==> src/rtl/reset_pkg.sv <==
// reset_pkg: shared FSM state type and default parameters for the reset sequencer
package reset_pkg;
    typedef enum logic [1:0] {RESET, HOLD, RELEASE, IDLE} state_e;
    localparam int DEF_NUM_CH         = 4;
    localparam int DEF_SYNC_STAGES    = 2;
    localparam int DEF_STRETCH_CYCLES = 16;
    localparam int DEF_STAGGER_CYCLES = 4;
endpackage

==> src/rtl/rst_sync.sv <==
// rst_sync: async-assert / sync-deassert reset synchroniser
//   clk     : clock
//   rst_n_i : raw asynchronous active-low reset
//   rst_n_o : synchronised active-low reset, released SYNC_STAGES edges after rst_n_i rises
module rst_sync import reset_pkg::*; #(
    parameter int SYNC_STAGES = DEF_SYNC_STAGES
) (
    input  logic clk,
    input  logic rst_n_i,
    output logic rst_n_o
);
    logic [SYNC_STAGES-1:0] sync_q;
    always_ff @(posedge clk or negedge rst_n_i) begin
        if (!rst_n_i) sync_q <= '0;
        else          sync_q <= {sync_q[SYNC_STAGES-2:0], 1'b1};
    end
    assign rst_n_o = sync_q[SYNC_STAGES-1];
endmodule

==> src/rtl/reset_sequencer.sv <==
// reset_sequencer: stretched, staggered per-channel reset release with software reset requests
//   clk            : clock
//   hardware_rst_n : asynchronous active-low reset; forces every channel into reset
//   software_rst   : single-cycle request, honoured only when idle and mask is non-zero
//   sw_rst_mask    : channels targeted by software_rst
//   internal_rst   : registered active-high per-channel resets
//   sw_rst_ack     : one-cycle pulse when a software request is accepted
//   rst_done       : every channel released and sequencer idle
module reset_sequencer import reset_pkg::*; #(
    parameter int NUM_CH         = DEF_NUM_CH,
    parameter int SYNC_STAGES    = DEF_SYNC_STAGES,
    parameter int STRETCH_CYCLES = DEF_STRETCH_CYCLES,
    parameter int STAGGER_CYCLES = DEF_STAGGER_CYCLES
) (
    input  logic              clk,
    input  logic              hardware_rst_n,
    input  logic              software_rst,
    input  logic [NUM_CH-1:0] sw_rst_mask,
    output logic [NUM_CH-1:0] internal_rst,
    output logic              sw_rst_ack,
    output logic              rst_done
);
    localparam int MAX_CNT = STRETCH_CYCLES > STAGGER_CYCLES ? STRETCH_CYCLES : STAGGER_CYCLES;
    localparam int CW      = $clog2(MAX_CNT + 1);
    state_e            state_q, state_d;
    logic [CW-1:0]     cnt_q, cnt_d;
    logic [NUM_CH-1:0] target_q, target_d, rst_q, rst_d, pending, lowest;
    logic              ack_q, ack_d, done_q, done_d, sync_n, release_now, accept;
    rst_sync #(.SYNC_STAGES(SYNC_STAGES)) u_sync (
        .clk     (clk),
        .rst_n_i (hardware_rst_n),
        .rst_n_o (sync_n)
    );
    always_ff @(posedge clk or negedge hardware_rst_n) begin
        if (!hardware_rst_n) begin
            state_q  <= RESET;
            cnt_q    <= '0;
            target_q <= '1;
            rst_q    <= '1;
            ack_q    <= 1'b0;
            done_q   <= 1'b0;
        end else begin
            state_q  <= state_d;
            cnt_q    <= cnt_d;
            target_q <= target_d;
            rst_q    <= rst_d;
            ack_q    <= ack_d;
            done_q   <= done_d;
        end
    end
    always_comb begin
        // targets still held; the lowest one is the next to be released
        pending     = target_q & rst_q;
        lowest      = pending & (~pending + 1'b1);
        // the channel release coincides with the edge that ends a HOLD or stagger interval
        release_now = (state_q == HOLD    && cnt_q == CW'(STRETCH_CYCLES - 1)) ||
                      (state_q == RELEASE && cnt_q == CW'(STAGGER_CYCLES - 1));
        accept      = state_q == IDLE && software_rst && |sw_rst_mask;
        state_d     = state_q;
        cnt_d       = cnt_q;
        target_d    = target_q;
        rst_d       = rst_q;
        ack_d       = accept;
        done_d      = state_q == IDLE && !accept;
        case (state_q)
            RESET: state_d = sync_n ? HOLD : RESET;
            HOLD, RELEASE: begin
                cnt_d = release_now ? '0 : cnt_q + 1'b1;
                if (release_now) begin
                    rst_d   = rst_q & ~lowest;
                    state_d = (pending & ~lowest) == '0 ? IDLE : RELEASE;
                end
            end
            IDLE: if (accept) begin
                state_d  = HOLD;
                cnt_d    = '0;
                target_d = sw_rst_mask;
                rst_d    = rst_q | sw_rst_mask;
            end
            default: state_d = RESET;
        endcase
    end
    assign internal_rst = rst_q;
    assign sw_rst_ack   = ack_q;
    assign rst_done     = done_q;
endmodule

==> config.mk <==
export PLATFORM = sky130hd
export DESIGN_NAME = reset_sequencer
export DESIGN_NICKNAME = d
export VERILOG_FILES = /design/src/rtl/reset_pkg.sv /design/src/rtl/rst_sync.sv /design/src/rtl/reset_sequencer.sv
export SDC_FILE = /design/constraint.sdc
export NUM_CORES = 1
export LEC_CHECK = 0
export CAP_MARGIN = 20
export CORE_ASPECT_RATIO = 0.7
export CORE_MARGIN = 2
export CORE_UTILIZATION = 35
export CTS_BUF_LIST = sky130_fd_sc_hd__clkbuf_2 sky130_fd_sc_hd__clkbuf_4 sky130_fd_sc_hd__clkbuf_8
export DETAILED_ROUTE_END_ITERATION = 7
export PLACE_DENSITY_LB_ADDON = 0.05
export SETUP_SLACK_MARGIN = 0.02
export SYNTH_ARGS = -nofsm -noshare
export SYNTH_HDL_FRONTEND = slang
export SYNTH_SLANG_ARGS = --single-unit
==> constraint.sdc <==
create_clock -name clk -period 2.4 [get_ports clk]
set_input_delay 0.48 -clock clk [delete_from_list [all_inputs] [get_ports clk]]
set_output_delay 0.48 -clock clk [all_outputs]
set_load 0.02 [all_outputs]
Word level (Yosys, flattened, before mapping) --
Cells that the tools add are included.
Word-level totals: memory bits (read-only) 0, memories 0, bits in registers 19, word-level logic and storage cells 50, RAM bits 0, latch bits 0, output and inout bits 6
Cells by class: multipliers 0, eq/ne operators 7, divide/modulo/power cells 0, add/sub/neg operators 2, reductions and logical operators 16, bitwise gates (word level) 7, order comparisons 0, mux-type cells 11, shifts and indexed selects 0
Operators by type and width (number):
- 4-bit AND | 4
- 5-bit two-way mux | 2
- 5-bit case mux with 2 select lines | 1
- 4-bit two-way mux | 2
- 4-bit inverter | 2
- 4-bit case mux with 2 select lines | 1
- 2-bit case mux with 3 select lines | 1
- 2-bit AND reduction | 3
- 5-bit by 1-bit adder with 5-bit output (second input constant) | 1
- 5-bit by 2-bit == test with 1-bit output (second input constant) | 1
- 5-bit by 4-bit == test with 1-bit output (second input constant) | 1
- 1-bit logical AND | 5
- 4-bit by 1-bit adder with 4-bit output (second input constant) | 1
- 2-bit == test (second input constant) | 2
- 4-bit zero test | 1
- 2-bit two-way mux | 2
- 2-bit != test (second input constant) | 2
- 4-bit bitwise OR | 1
- 4-bit OR reduction | 1
- 3-bit AND reduction | 1
- 2-bit by 1-bit == test with 1-bit output (second input constant) | 1
- 2-bit zero test | 1
- 1-bit two-way mux | 2
- 2-bit nonzero test | 1
- other kinds (3) | 3

Logic depth before layout (Yosys ltp) --
depth in word-level cells 10, mapped depth 7, mapped depth without buffers 7

Cells and area by module --
Synthesis repeated with hierarchy kept, for this count alone.
Second synthesis, totals: cell total of the unflattened synthesis 99, area total of the unflattened synthesis 1047.3 µm²
By module, submodules not included:
- reset_sequencer | instances 1, cells an instance 96, sequential area each 435.4 µm², area each 993.5 µm²
- rst_sync | instances 1, cells an instance 3, sequential area each 50.0 µm², area each 53.8 µm²

Least setup slack after synthesis --
Ideal clock, no wire load.
path type in2reg, from input sw_rst_mask[2], to register target_q[1], path buffers 1, arrival 1598 ps, stages 4, setup time 82 ps, required time 2318 ps, setup slack 719 ps, path through or4_4 -> and2_4 -> buf_6 -> mux2_4
Between the ends: cells in the longest elaborated chain, start to end 3
RTL lines:
- start: declaration | line reset_sequencer.sv:18 | input logic [NUM_CH-1:0] sw_rst_mask,
- 4-bit OR reduction | line reset_sequencer.sv:58 | accept = state_q == IDLE && software_rst && |sw_rst_mask;
- 1-bit logical AND | line reset_sequencer.sv:58
- net accept | line reset_sequencer.sv:28 | logic ack_q, ack_d, done_q, done_d, sync_n, release_now, accept;
- 2-bit AND reduction (no line)
- end signal: assignment | line reset_sequencer.sv:45 | target_q <= target_d;
- end: declaration | line reset_sequencer.sv:27 | logic [NUM_CH-1:0] target_q, target_d, rst_q, rst_d, pending, lowest;
The timed path passes the listed nets, and every way through them passes these cells. A chain may end at the register's enable or synchronous reset.

Worst setup path after layout --
from register rst_q[0] (netlist: internal_rst[0]), to output internal_rst[0]
RTL lines:
- start: declaration | line reset_sequencer.sv:27
- start signal: assignment | line reset_sequencer.sv:46 | rst_q <= rst_d;
- end: declaration | line reset_sequencer.sv:19 | output logic [NUM_CH-1:0] internal_rst,
No word-level cell between the ends.

==> flow_summary.json <==
{
  "run_status": "complete, no violations",
  "gp_congestion": 0.756,
  "syn_area_um2": 1000,
  "clk_latency_ns": 0.25,
  "synth_nets": 103,
  "slew_headroom_pct": 60.5,
  "fp.dieH_um": 48.7,
  "dpl.hpwl_mm": 1.59,
  "slew_viol_final": 0,
  "grt_first_pass_wirelength_mm": 3.62,
  "clkTransAtPathRegs_ns": 0.07,
  "yosysTopAreaCellShare_pct": 27.5,
  "wl_per_cell_um": 14.7,
  "grt_pass1_vias": 718,
  "syn_avg_cell_area_um2": 11.1,
  "cp-end-kind": "output port",
  "ys_warn_count": 0,
  "ff2ff_setup_slack_ns": 0.51,
  "final_cell_mix": "clkdlybuf4s50_1 (12), dfrtp_1 (11), nand2_1 (10)",
  "pwr_density_cell_nw_per_um2": 1460,
  "cts_sinks": 19,
  "drtPass1Iterations": 4,
  "maxCapViolCount": 0,
  "ir_drop_v": 0.000527,
  "start_util_pct": 36.2,
  "finalCritPeriodShare_pct": 81.1,
  "critical_path_class": "reg -> out",
  "grt_use_total_pct": 15.1,
  "p_leak_uw": 0.000498,
  "grt_max_degree": 12,
  "routed_via_density": 5.20,
  "cpPeakStageDelay_ns": 0.62,
  "ant_nets": 0,
  "core_um2": 2760,
  "path_cells": "clkdlybuf4s50_1",
  "grt_setup_unrepaired": "false",
  "tightest_slew_ns": 0.591,
  "cts_buffers": 3,
  "cp_data_arrival_time_ns": 1.47,
  "crit_fanout": 6,
  "post_cts_buffers": 0,
  "final_nets": 120,
  "die_width_um": 67.9,
  "hold_end": "u_sync.sync_q[1]$_DFF_PN0_",
  "fin_crit_ns": 1.95,
  "yosysSeqAreaShare_pct": 48.5,
  "fin_tns_setup_ns": 0,
  "crit_path_top_delay_cell": "clkdlybuf4s50_1",
  "synth_flop_cell": "dfrtp_1",
  "synth_edf_count": 0,
  "setup_viol": 0,
  "max_freq_mhz": 514,
  "area_growth_pct": 20.8,
  "drtIter0Drc": 29,
  "gr-total-overflow": 0,
  "reg2reg_depth": 7,
  "ys_types": 37,
  "holdPathStages": 0,
  "ys_seq_elements": 19,
  "cts_tree": "yes",
  "crit_start": "internal_rst[0]$_DFFE_PN1P_",
  "drive_above_1_share_pct": 20.8,
  "antenna_found_initial": 0,
  "num_rows": 16,
  "h-tree-depth": 1,
  "ioPinCount": 13,
  "dr_total_vias": 738,
  "synth-async-reset-ratio_pct": 100,
  "clockBufferDepth": 2,
  "cts_hold_buf": 0,
  "synth.area.top_cells": "dfrtp_1 (28%), dfstp_2 (21%), ha_1 (7.5%), mux2_4 (4.5%), nand2_1 (3.8%)",
  "die-area_um2": 3310,
  "whs_ns": 0.358,
  "drc_errors": 0,
  "layout_commonest_cell": "clkdlybuf4s50_1",
  "finalHoldViolations": 0,
  "syn_inst": 90,
  "start_kind": "register",
  "cpLargestDelayFamily": "buffers and inverters",
  "worstReg2RegEnd": "cnt_q[3]$_DFFE_PN0P_",
  "crit_cells": 1,
  "crit_required_ns": 1.92,
  "yosys.area.top_type": "dfrtp_1",
  "cts_resized": 0,
  "routed_wl_mm": 2.09,
  "antenna_cells": 0,
  "r2r_start": "cnt_q[0]$_DFFE_PN0P_",
  "cp_num_buf_inv": 1,
  "fin_skew_ns": 0.00154,
  "min-delay-start": "u_sync.sync_q[0]$_DFF_PN0_",
  "numPortBuffers": 12,
  "min_path_type": "reg -> reg",
  "clockRootBuffer": "clkbuf_8"
}
[final cells by class]
cell class              instances  area [µm²]
multi-input cells              64         482
fillers                       281        1550
flip-flops and latches         19         485
repair buffers                 13         128
clock buffers                   3        41.3
clock inverters                 1        5.00
well taps                      36        45.0
inverters                       6        22.5
[synthesized netlist by cell type, types with 2 or more instances]
cell type	number
dfstp_2	8
a31oi_1	4
a21oi_1	2
dfrtp_1	11
nor2b_1	2
nand2_1	10
inv_1	5
o22ai_1	2
nor2_1	2
o21ai_0	5
nand4_1	3
mux2_4	3
o2bb2ai_1	2
o31ai_1	2
nand3_1	2
ha_1	6
[per-stage QoR]
stage          setup slack (ns)  std cells  total power (µW)  instance area [µm²]  utilization, %
2_1_floorplan             0.719         90              1280                 1000               -
3_3_place_gp              0.192        138              1550                 1160            42.1
3_5_place_dp              0.216        138              1540                 1160            42.1
4_1_cts                   0.446        142              1780                 1210            43.8
5_1_grt                   0.339        142              1930                 1210            43.8
6_report                  0.454        142              1760                 1210            43.8
[how the worst max path moves through the flow]
stage,endpoint,slack (ns)
after floorplan,target_q[1]$_DFFE_PN1P_,0.72
after CTS,internal_rst[0],0.45
after detailed placement,internal_rst[0]$_DFFE_PN1P_,0.22
final,internal_rst[0],0.45
after global routing,cnt_q[3]$_DFFE_PN0P_,0.34
after global placement,cnt_q[2]$_DFFE_PN0P_,0.19
[layer usage]
metal	global-route usage, %	vias to the layer above	routed length, µm
met1	24.6	360	1210
met4	2.00	0	8
met5	0	-	0
met2	19.1	7	812
li1	-	369	-
met3	5.58	2	61
[cell families (layout without fill, tap and decap cells)]
family                     after synthesis  after routing  synth area share, %
AOI/OAI and AO/OA                       28             28                 21.4
and+or+nand+nor                         24             24                 12.5
DFF                                     19             19                 48.5
adders and majority gates                7              7                 8.50
buffers and inverters                    7             23                 3.37
muxes                                    3              3                 4.50
other                                    1              1                0.375
xor gates and xnor gates                 1              1                0.875
[flip-flops by register name, summed over array words and instances, names as in the netlist]
register / count
u_sync.sync_q: 2
cnt_q: 5
state_q: 2
rst_done: 1
internal_rst: 4
target_q: 4
sw_rst_ack: 1
[power by group]
group	internal, µW	switching [µW]	total, µW	leakage, µW
combinational	409	502	911	0.000251
clock	115	106	222	0.0000255
sequential	504	126	630	0.000221
No activity file was read; power rests on OpenSTA's default activity.
